`src/rtl/pe_pkg.sv`:
```
// Shared constants, state encoding and the optional ReLU helper for the PE-column psum drain.
package pe_pkg;

   localparam int DEF_DATA_WIDTH = 32;
   localparam logic [DEF_DATA_WIDTH-1:0] FP_POS_ZERO = '0;

   typedef enum logic [1:0] {
      IDLE    = 2'd0,
      COLLECT = 2'd1,
      DRAIN   = 2'd2,
      DONE    = 2'd3
   } drain_state_e;

   // Negative values clamp to +0.0; NaN of either sign passes through so upstream faults stay visible.
   function automatic logic [DEF_DATA_WIDTH-1:0] fp_relu(input logic [DEF_DATA_WIDTH-1:0] w);
      logic is_nan;
      is_nan = (w[30:23] == 8'hFF) && (w[22:0] != '0);
      return (w[31] && !is_nan) ? FP_POS_ZERO : w;
   endfunction

endpackage

```
`src/rtl/psum_drain_if.sv`:
```
// Output stream of the psum drain: first-word-fall-through head with a valid/ready handshake.
interface psum_drain_if #(
   parameter int DATA_WIDTH = pe_pkg::DEF_DATA_WIDTH
);
   logic [DATA_WIDTH-1:0] o_data;
   logic                  o_valid;
   logic                  i_ready;

   modport master (output o_data, output o_valid, input i_ready);
   modport slave  (input o_data, input o_valid, output i_ready);
endinterface

```
`src/rtl/psum_fifo.sv`:
```
// Synchronous first-word-fall-through FIFO; a push into a full FIFO is taken only if a pop frees a slot that cycle.
module psum_fifo #(
   parameter  int DATA_WIDTH = 32,
   parameter  int FIFO_DEPTH = 16,
   localparam int AW         = $clog2(FIFO_DEPTH),
   localparam int CW         = AW + 1
) (
   input  logic                  i_clk,
   input  logic                  i_rest_n,
   input  logic                  i_push,
   input  logic [DATA_WIDTH-1:0] i_push_data,
   input  logic                  i_pop,
   output logic [DATA_WIDTH-1:0] o_head,
   output logic [CW-1:0]         o_count,
   output logic                  o_full,
   output logic                  o_empty
);

   logic [DATA_WIDTH-1:0] mem_q [FIFO_DEPTH];
   logic [AW-1:0]         wr_ptr_q, wr_ptr_d;
   logic [AW-1:0]         rd_ptr_q, rd_ptr_d;
   logic [CW-1:0]         count_q, count_d;
   logic                  do_push, do_pop;

   assign o_empty = (count_q == '0);
   assign o_full  = (count_q == CW'(FIFO_DEPTH));
   assign do_pop  = i_pop && !o_empty;
   assign do_push = i_push && (!o_full || do_pop);

   // NOTE: every variable gets its default first so no path leaves it unassigned (no latch).
   always_comb begin
      wr_ptr_d = wr_ptr_q;
      rd_ptr_d = rd_ptr_q;
      count_d  = count_q;
      if (do_push) wr_ptr_d = wr_ptr_q + AW'(1);
      if (do_pop)  rd_ptr_d = rd_ptr_q + AW'(1);
      case ({do_push, do_pop})
         2'b10:   count_d = count_q + CW'(1);
         2'b01:   count_d = count_q - CW'(1);
         default: count_d = count_q;
      endcase
   end

   // NOTE: storage is not reset; occupancy lives in the pointers and count, so stale entries are never read.
   always_ff @(posedge i_clk) begin
      if (do_push) mem_q[wr_ptr_q] <= i_push_data;
   end

   // NOTE: state flops use non-blocking assignments so all of them sample pre-edge values.
   always_ff @(posedge i_clk or negedge i_rest_n) begin
      if (!i_rest_n) begin
         wr_ptr_q <= '0;
         rd_ptr_q <= '0;
         count_q  <= '0;
      end else begin
         wr_ptr_q <= wr_ptr_d;
         rd_ptr_q <= rd_ptr_d;
         count_q  <= count_d;
      end
   end

   assign o_head  = mem_q[rd_ptr_q];
   assign o_count = count_q;

endmodule

```
`src/rtl/psum_drain.sv`:
```
// Bottom-of-column psum drain: tracks issues through the PE pipeline, captures results into a FWFT FIFO,
// streams them out and grants issue credits. Define PSUM_DRAIN_RELU_EN to clamp negative psums to +0.0 on push.
module psum_drain
   import pe_pkg::*;
#(
   parameter int DATA_WIDTH = DEF_DATA_WIDTH,
   parameter int PIPE_LAT   = 16,
   parameter int FIFO_DEPTH = 16,
   parameter int CNT_WIDTH  = 16
) (
   input  logic                  i_clk,
   input  logic                  i_rest_n,
   input  logic                  i_start,
   input  logic [CNT_WIDTH-1:0]  i_num_out,
   input  logic                  i_issue,
   input  logic [DATA_WIDTH-1:0] i_psum,
   output logic                  o_issue_ok,
   psum_drain_if.master          out_if,
   output logic                  o_busy,
   output logic                  o_done,
   output logic                  o_overflow
);

   localparam int FCW = $clog2(FIFO_DEPTH) + 1;
   localparam int IFW = $clog2(PIPE_LAT + 1);

   drain_state_e          state_q, state_d;
   logic [CNT_WIDTH-1:0]  num_out_q, num_out_d;
   logic [CNT_WIDTH-1:0]  issued_q, issued_d;
   logic [CNT_WIDTH-1:0]  captured_q, captured_d;
   logic [PIPE_LAT-1:0]   pipe_q, pipe_d;
   logic [IFW-1:0]        inflight_q, inflight_d;
   logic                  overflow_q, overflow_d;
   logic                  done_q;

   logic                  want_more, track, capture, pop, drop, room;
   logic [DATA_WIDTH-1:0] push_data, fifo_head;
   logic [FCW-1:0]        fifo_count;
   logic                  fifo_full, fifo_empty;

   assign want_more = (state_q == COLLECT) && (issued_q < num_out_q);
   assign track     = i_issue && want_more;
   assign capture   = pipe_q[PIPE_LAT-1];
   assign pop       = out_if.o_valid && out_if.i_ready;
   assign drop      = capture && fifo_full && !pop;
   assign room      = (int'(fifo_count) + int'(inflight_q)) < FIFO_DEPTH;

   // A credit covers both buffered words and every tracked issue still travelling down the pipeline.
   assign o_issue_ok = want_more && room;

   generate
      if (PIPE_LAT == 1) begin : g_pipe_short
         assign pipe_d = track;
      end else begin : g_pipe_long
         assign pipe_d = {pipe_q[PIPE_LAT-2:0], track};
      end
   endgenerate

   always_comb begin
      inflight_d = inflight_q;
      case ({track, capture})
         2'b10:   inflight_d = inflight_q + IFW'(1);
         2'b01:   inflight_d = inflight_q - IFW'(1);
         default: inflight_d = inflight_q;
      endcase
   end

`ifdef PSUM_DRAIN_RELU_EN
   assign push_data = fp_relu(i_psum);
`else
   assign push_data = i_psum;
`endif

   always_comb begin
      state_d    = state_q;
      num_out_d  = num_out_q;
      issued_d   = issued_q;
      captured_d = captured_q;
      overflow_d = overflow_q;
      if (track)   issued_d   = issued_q + CNT_WIDTH'(1);
      if (capture) captured_d = captured_q + CNT_WIDTH'(1);
      if (drop)    overflow_d = 1'b1;
      unique case (state_q)
         IDLE: begin
            if (i_start) begin
               num_out_d  = i_num_out;
               issued_d   = '0;
               captured_d = '0;
               overflow_d = 1'b0;
               state_d    = (i_num_out == '0) ? DONE : COLLECT;
            end
         end
         COLLECT: if (captured_d == num_out_q) state_d = DRAIN;
         DRAIN:   if (fifo_empty || (pop && fifo_count == FCW'(1))) state_d = DONE;
         DONE:    state_d = IDLE;
         default: state_d = IDLE;
      endcase
   end

   always_ff @(posedge i_clk or negedge i_rest_n) begin
      if (!i_rest_n) begin
         state_q    <= IDLE;
         num_out_q  <= '0;
         issued_q   <= '0;
         captured_q <= '0;
         pipe_q     <= '0;
         inflight_q <= '0;
         overflow_q <= 1'b0;
         done_q     <= 1'b0;
      end else begin
         state_q    <= state_d;
         num_out_q  <= num_out_d;
         issued_q   <= issued_d;
         captured_q <= captured_d;
         pipe_q     <= pipe_d;
         inflight_q <= inflight_d;
         overflow_q <= overflow_d;
         // Registered pulse, high the cycle after the DONE state so it is glitch-free.
         done_q     <= (state_q == DONE);
      end
   end

   psum_fifo #(
      .DATA_WIDTH (DATA_WIDTH),
      .FIFO_DEPTH (FIFO_DEPTH)
   ) u_fifo (
      .i_clk       (i_clk),
      .i_rest_n    (i_rest_n),
      .i_push      (capture),
      .i_push_data (push_data),
      .i_pop       (pop),
      .o_head      (fifo_head),
      .o_count     (fifo_count),
      .o_full      (fifo_full),
      .o_empty     (fifo_empty)
   );

   assign out_if.o_valid = !fifo_empty;
   assign out_if.o_data  = fifo_empty ? FP_POS_ZERO : fifo_head;
   assign o_busy         = (state_q != IDLE);
   assign o_done         = done_q;
   assign o_overflow     = overflow_q;

endmodule

```
`src/flat_wrapper.sv`:
```
// flat-port wrapper written by rule: the top's interface ports become plain ports
module psum_drain_flat import pe_pkg::*;
#(
   parameter int DATA_WIDTH = DEF_DATA_WIDTH,
   parameter int PIPE_LAT   = 16,
   parameter int FIFO_DEPTH = 16,
   parameter int CNT_WIDTH  = 16
)
  (i_clk, i_rest_n, i_start, i_num_out, i_issue, i_psum, o_issue_ok, o_busy, o_done, o_overflow, out_if_o_data, out_if_o_valid, out_if_i_ready);
  psum_drain_if #(.DATA_WIDTH(DATA_WIDTH)) out_if_i ();
  input  logic i_clk;
  input  logic i_rest_n;
  input  logic i_start;
  input  logic [CNT_WIDTH-1:0] i_num_out;
  input  logic i_issue;
  input  logic [DATA_WIDTH-1:0] i_psum;
  output logic o_issue_ok;
  output logic o_busy;
  output logic o_done;
  output logic o_overflow;
  output wire logic [$bits(out_if_i.o_data)-1:0] out_if_o_data;
  output wire logic [$bits(out_if_i.o_valid)-1:0] out_if_o_valid;
  input wire logic [$bits(out_if_i.i_ready)-1:0] out_if_i_ready;
  assign out_if_o_data = out_if_i.o_data;
  assign out_if_o_valid = out_if_i.o_valid;
  assign out_if_i.i_ready = out_if_i_ready;
  psum_drain #(.DATA_WIDTH(DATA_WIDTH), .PIPE_LAT(PIPE_LAT), .FIFO_DEPTH(FIFO_DEPTH), .CNT_WIDTH(CNT_WIDTH)) u_core (.i_clk(i_clk), .i_rest_n(i_rest_n), .i_start(i_start), .i_num_out(i_num_out), .i_issue(i_issue), .i_psum(i_psum), .o_issue_ok(o_issue_ok), .out_if(out_if_i), .o_busy(o_busy), .o_done(o_done), .o_overflow(o_overflow));
endmodule
```
`config.mk`:
```
export PLATFORM = sky130hd
export DESIGN_NAME = psum_drain_flat
export DESIGN_NICKNAME = d
export VERILOG_FILES = /design/src/rtl/pe_pkg.sv /design/src/rtl/psum_drain_if.sv /design/src/rtl/psum_fifo.sv /design/src/rtl/psum_drain.sv /design/src/flat_wrapper.sv
export SDC_FILE = /design/constraint.sdc
export NUM_CORES = 1
export LEC_CHECK = 0
export BUFFER_PORTS_ARGS = -buffer_cell sky130_fd_sc_hd__buf_2
export CAP_MARGIN = 20
export CORE_MARGIN = 3
export CORE_UTILIZATION = 25
export DETAILED_ROUTE_END_ITERATION = 6
export GPL_ROUTABILITY_DRIVEN = 1
export SYNTH_ARGS = -nofsm -noshare
export SYNTH_HDL_FRONTEND = slang
export SYNTH_SLANG_ARGS = --single-unit
```
`constraint.sdc`:
```
create_clock -name i_clk -period 3.7 [get_ports i_clk]
set_input_delay 0.37 -clock i_clk [delete_from_list [all_inputs] [get_ports i_clk]]
set_output_delay 0.37 -clock i_clk [all_outputs]
set_load 0.02 [all_outputs]
```
# == Word-level counts from Yosys, hierarchy flattened ==
# Memory sizes are Yosys's and may differ from the RTL's.
# Index checks and enable logic that the tools add are counted.
# Widths: inputs -> output; s select.
# totals
word_cells,77
in_bits,53
mem_count,1
ramBits,512
out_inout_bits,37
regBits,86
# op_classes
n_addsub,9
mux,19
n_eq_ne,13
magnitude_cmp,2
n_reduce_logical,22
# mem_list
memory,depth,word_bits,read_ports,rd_ports_with_merged_regs,write_ports,line,text
u_core.u_fifo.mem_q,16,32,1,0,1,psum_fifo.sv:19,logic [DATA_WIDTH-1:0] mem_q [FIFO_DEPTH];
# op_table
op,n
$mux 16,6
$add 16x1->16 const B,2
$lt 32x6->1 const B,1
$mux 32,1
$pmux 5 s2,2
$eq 16x16->1,1
$logic_not 16->1,1
$lt 16x16->1,1
$add 5x1->5 const B,2
$sub 5x1->5 const B,2
$logic_and 1x1->1,9
$add 4x1->4 const B,2
$eq 2x2->1 const B,4
$mux 2,4
$pmux 2 s4,1
$add 5x5->6,1
$eq 2x1->1 const B,3
$reduce_bool 2->1,3
$eq 5x1->1 const B,1
$eq 5x5->1 const B,1
$logic_not 5->1,1
$mux 1,5
$ne 2x2->1 const B,2
$logic_not 1->1,3
other kinds (5),6

# == Longest topological paths before layout ==
# depth
word_depth,8
depth_mapped,18

# == Cells and area by module ==
# Synthesis repeated with hierarchy kept, for this count alone.
# hier_totals
hier_cells,1358
area_unflattened_um2,24435.9
# modules_own_cells
mod,seq_area_each_um2,cells_per_inst,n_inst,area_each_um2
psum_fifo,15700.1,891,1,20071.8
psum_drain,1826.8,467,1,4364.2

# == Least setup slack after synthesis ==
# No wires, ideal clock.
# synth_timing
path_kind,reg2reg
start,register u_core.u_fifo.count_q[0] (netlist: u_core.u_fifo.o_count[0])
end,memory u_core.u_fifo.mem_q[3][0] (enable)
arrival_ns,3.597
setup_time_ns,0.461
stages_incl_launch_ff,8
path_slack_ns,-0.358
n_path_buf,1
period_less_slack_ns,4.058
path_cell_list,dfrtp_1 > inv_1 > ha_1 > nand4b_1 > and2_1 > clkbuf_1 > nand2_1 > nor3_1
# synth_between
elab_chain_cells,8
word_cells_on_any_way,10
classes_between,eq/ne: 1; mux: 2; reduce/logical: 7
# synth_rtl
item,line,text
from (decl),psum_fifo.sv:22,"logic [CW-1:0] count_q, count_d;"
from (signal assigned),psum_fifo.sv:58,count_q <= count_d;
$logic_not 5->1,psum_fifo.sv:25,assign o_empty = (count_q == '0);
$logic_not 1->1,"psum_fifo.sv:27, psum_drain.sv:138",
$logic_and 1x1->1,psum_drain.sv:44,assign pop = out_if.o_valid && out_if.i_ready;
$logic_and 1x1->1,psum_fifo.sv:27,assign do_pop = i_pop && !o_empty;
$logic_or 1x1->1 *,psum_fifo.sv:28,assign do_push = i_push && (!o_full || do_pop);
$logic_and 1x1->1 *,psum_fifo.sv:28,
$mux 1 *,psum_fifo.sv:46,if (do_push) mem_q[wr_ptr_q] <= i_push_data;
$mux 1 (implied by the code) *,psum_fifo.sv:46,
to (decl),psum_fifo.sv:19,
# Every way passes the cells marked *; elsewhere a longest branch is shown, timed or not.

# == Final worst setup path ==
# layout_timing
start,register u_core.u_fifo.rd_ptr_q[0]
end,output port out_if_o_data[17]
# layout_between
elab_chain_cells,2
# layout_rtl
item,line,text
from (decl),psum_fifo.sv:21,"logic [AW-1:0] rd_ptr_q, rd_ptr_d;"
from (signal assigned),psum_fifo.sv:57,rd_ptr_q <= rd_ptr_d;
$mem_v2 16x32,--,
$mux 32,psum_drain.sv:139,assign out_if.o_data = fifo_empty ? FP_POS_ZERO : fifo_head;
to (decl),flat_wrapper.sv:21,output wire logic [$bits(out_if_i.o_data)-1:0] out_if_o_data;
# Every way passes these cells.

==> results.tsv <==
stage	metric	value	unit
clock_network	CTS Buffer Depth	3	
layout	number of fill cells in the layout	9244	
layout	Final Cell Area	28800	um2
timing	measured slew at the worst slew-check pin	0.969	ns
setup_path	crit path max fanout	46	
run_status	status	finished, final reports clean	
setup_path	slowest CP cell	dfrtp_4	
layout	fin nets	1478	
global_routing	antenna violations before repair	11	
clock_network	Root Driver	clkbuf_16	
timing	minimum clock period	3.52	ns
synth	cells after synthesis	1239	
global_routing	number of global-route vias before repair	12551	
clock_network	clk sinks	598	
place	Post-Place Setup Slack	0.194	ns
pwr	power density over the cells	731	nW/um2
place	post-place instance area	26700	um2
floorplanning	Rows	113	
setup_path	R2R Setup Slk	0.26	ns
pwr	Leak	9.58	nW
clock_network	clock buffer count from CTS	61	
synth	post-synthesis cell type count	51	
place	PortBufs	89	
synth	async set-reset flop share out of synthesis	14.4	%
pwr	maximum vdd drop	0.471	mV
layout	commonest non-fill, non-tap cell in the layout	edfxtp_1	
layout	fraction of layout cells with a size suffix above 1	28.9	%
setup_path	CP delay by family, top	multiplexers	
layout	Area Overhead vs Synth	19.2	%
clock_network	CTS tree	built	
timing	RSZ-0062 raised after global routing	no	
setup_path	CP cell instances	buf_12, mux4_2, mux4_2, and2_1, buf_2	
detailed_routing	detail-routed net length per standard cell	20.4	um
detailed_routing	Post-Route WL	55100	um
setup_path	WP data required	3.33	ns
timing	final setup TNS	0	ns
setup_path	CP max stage delay	0.64	ns
global_routing	largest net degree at the start of global routing	74	
setup_path	CP Class	reg -> out	
timing	skew final	0.0865	ns
detailed_routing	Pre-antenna DRT Iters	5	
synth	top_reg_cell synth	edfxtp_1	
detailed_routing	number of routed nets with antenna violations	0	
timing	relative slew slack	35.4	%
layout	Finished Layout Cells	2705	
global_routing	total grt overflow	0	
floorplanning	Core Area	95400	um2
clock_network	setup bufs post-CTS	0	
clock_network	Clock H-tree levels	2	
synth	Mapped Area	24100	um2
hold_path	Hold Crit Class	in -> reg	
setup_path	Worst R2R Path Depth	16	
synth	Synth Net Count	1331	
layout	Multi-input gate area	6410	um2
flow_run	Max-Cap Viols	0	
synth	number of synthesized flops with an enable pin	512	
timing	final hold vios	0	
synth	synthesis-stage register bit count	598	
floorplanning	Die X	317	um
setup_path	Worst Setup End Kind	primary output	
floorplanning	Initial Util	25.3	%
hold_path	HP Start	i_num_out[14]	
setup_path	critical path arrival	3.15	ns
timing	Tcrit/Tclk final	95.1	%
setup_path	cell repeated most along the worst path	mux4_2	
place	final RePlAce weighted congestion	0.792	
detailed_routing	Starting DRT DRC Count	1133	
hold_path	hold depth	3	
timing	Max Fclk	284	MHz
timing	setup violators final	0	
detailed_routing	via count	12125	
detailed_routing	Via density	4.48	
floorplanning	full die area	100000	um2
clock_network	Reg clk slew, reported paths	0.06	ns
global_routing	gr usage total	11.0	%
global_routing	first-pass GRT wire length	82200	um
timing	final slew viol count	0	
clock_network	Worst-Skew Late Latency	0.67	ns
setup_path	RR Endpoint	u_core.inflight_q[4]	
floorplanning	die height	317	um
place	cell count after placement	2584	
detailed_routing	Post-route DRC	0	
hold_path	Hold Crit Endpoint	u_core.num_out_q[14]	
setup_path	crit path launch type	register	
synth	post-synthesis sequential area ratio	72.6	%
floorplanning	I/O pins	90	
timing	hold slack	0.0409	ns
setup_path	r2r startpoint	u_core.issued_q[9]	
synth	Yosys warnings	0	
layout	commonest non-fill, non-tap cells in the layout	edfxtp_1, mux4_2, buf_2, dfrtp_1, clkbuf_16	
timing	Worst Setup Slack, final	0.181	ns
place	DP Wirelength	32900	um
synth	Syn Area/Cell	19.5	um2
layout	area occupied by registers	17500	um2
setup_path	worst path bufs/invs	2	
## worst max-delay path by stage
stage / from / to / slack [ns] / depth (start not counted)
finish: u_core.u_fifo.rd_ptr_q[0] / out_if_o_data[17] / 0.18 / 5
global route: u_core.u_fifo.rd_ptr_q[0] / out_if_o_data[29] / 0.004 / 5
CTS: u_core.u_fifo.rd_ptr_q[0] / out_if_o_data[25] / 0.07 / 5
detailed placement: u_core.num_out_q[9] / u_core.inflight_q[4] / 0.19 / 17
global placement: u_core.num_out_q[9] / u_core.inflight_q[4] / 0.22 / 17
floorplan: u_core.issued_q[9] / u_core.inflight_q[4] / 0.28 / 17
## area by class of cell
type	count	area share (%)
diodes	4	0.0348
clock buffers	74	5.51
clock inverters	39	1.72
inverters	33	0.430
multi-input cells	552	22.3
flip-flops and latches	598	60.9
well taps	1265	5.50
repair buffers	140	3.62
## cells by family (layout without fill, tap and decap cells)
family | Yosys count | count (layout) | synth area share [%]
flops | 598 | 598 | 72.6
simple gates | 213 | 213 | 4.58
mux | 169 | 169 | 15.4
buf+inv | 89 | 286 | 1.41
compound gates | 83 | 83 | 2.11
xor+xnor | 47 | 47 | 1.88
fa+ha+maj | 40 | 40 | 2.06
other cells | 0 | 4 | 0
## where the power goes
| group | switching [mW] | internal, mW |
|---|---|---|
| clock network | 2.59 | 3.69 |
| registers | 0.563 | 7.84 |
| logic | 3.31 | 3.05 |
## flip-flops by register name, summed over array words and instances (netlist names)
register,flops
u_core.pipe_q,16
u_core.state_q,2
u_core.o_overflow,1
u_core.u_fifo.wr_ptr_q,4
u_core.u_fifo.mem_q,512
u_core.captured_q,16
u_core.o_done,1
u_core.u_fifo.rd_ptr_q,4
u_core.inflight_q,5
u_core.issued_q,16
u_core.u_fifo.o_count,5
u_core.num_out_q,16
## repair_timing
item | 4_1_cts | 5_1_grt
hold buffers | 4 | 0
gates resized for setup | 0 | 1
endpoints found under the setup margin | 0 | 1
hold endpoints to repair | 75 | 0
## worst min-delay path, stage by stage
cell     delay, ns
buf_2         0.09
nand2_1       0.04
o21ai_0       0.08
## routing by layer
| metal | GRT usage [%] | up-vias | share of wire [%] |
|---|---|---|---|
| li1 | - | 5287 | - |
| met1 | 15.2 | 6445 | 45 |
| met2 | 18.0 | 314 | 48 |
| met3 | 2.02 | 75 | 5.2 |
| met4 | 2.42 | 4 | 1.7 |
| met5 | 0 | - | 0.049 |
## through the flow
stage	total power, mW	utilization, %
6_report	21.1	30.2
4_1_cts	21.4	30.1
5_1_grt	22.1	30.2
3_5_place_dp	15.1	27.9
2_1_floorplan	12.8	-
3_3_place_gp	15.0	27.9
## Yosys cell counts (2+ instances only)
cell type	count	share of area [%]
a21oi_1	21	0.44
inv_1	32	0.50
nor4_1	10	0.26
o311ai_0	2	0.073
edfxtp_1	512	64
nor3_1	9	0.19
nand2b_1	12	0.31
mux2_2	2	0.093
nor2b_1	2	0.052
xnor2_1	28	1.0
o211ai_1	3	0.093
nand2_1	52	0.81
xnor3_1	3	0.28
o41ai_1	3	0.11
or3_1	7	0.18
and3_1	5	0.13
nand3b_1	2	0.062
mux2i_1	6	0.25
nand4b_1	3	0.11
dfrtp_1	86	8.9
and2_1	36	0.93
nand3_1	10	0.21
nand4_1	11	0.29
and4_1	3	0.11
a21o_1	4	0.12
o21ai_0	32	0.66
a31oi_1	5	0.13
buf_2	6	0.12
mux4_2	161	15
nor2_1	42	0.65
xor2_1	16	0.58
buf_1	12	0.19
or4_1	6	0.19
clkbuf_1	38	0.59
a22oi_1	2	0.062
o31ai_1	2	0.062
ha_1	39	2.0
No activity file was read; power rests on OpenSTA's default activity.
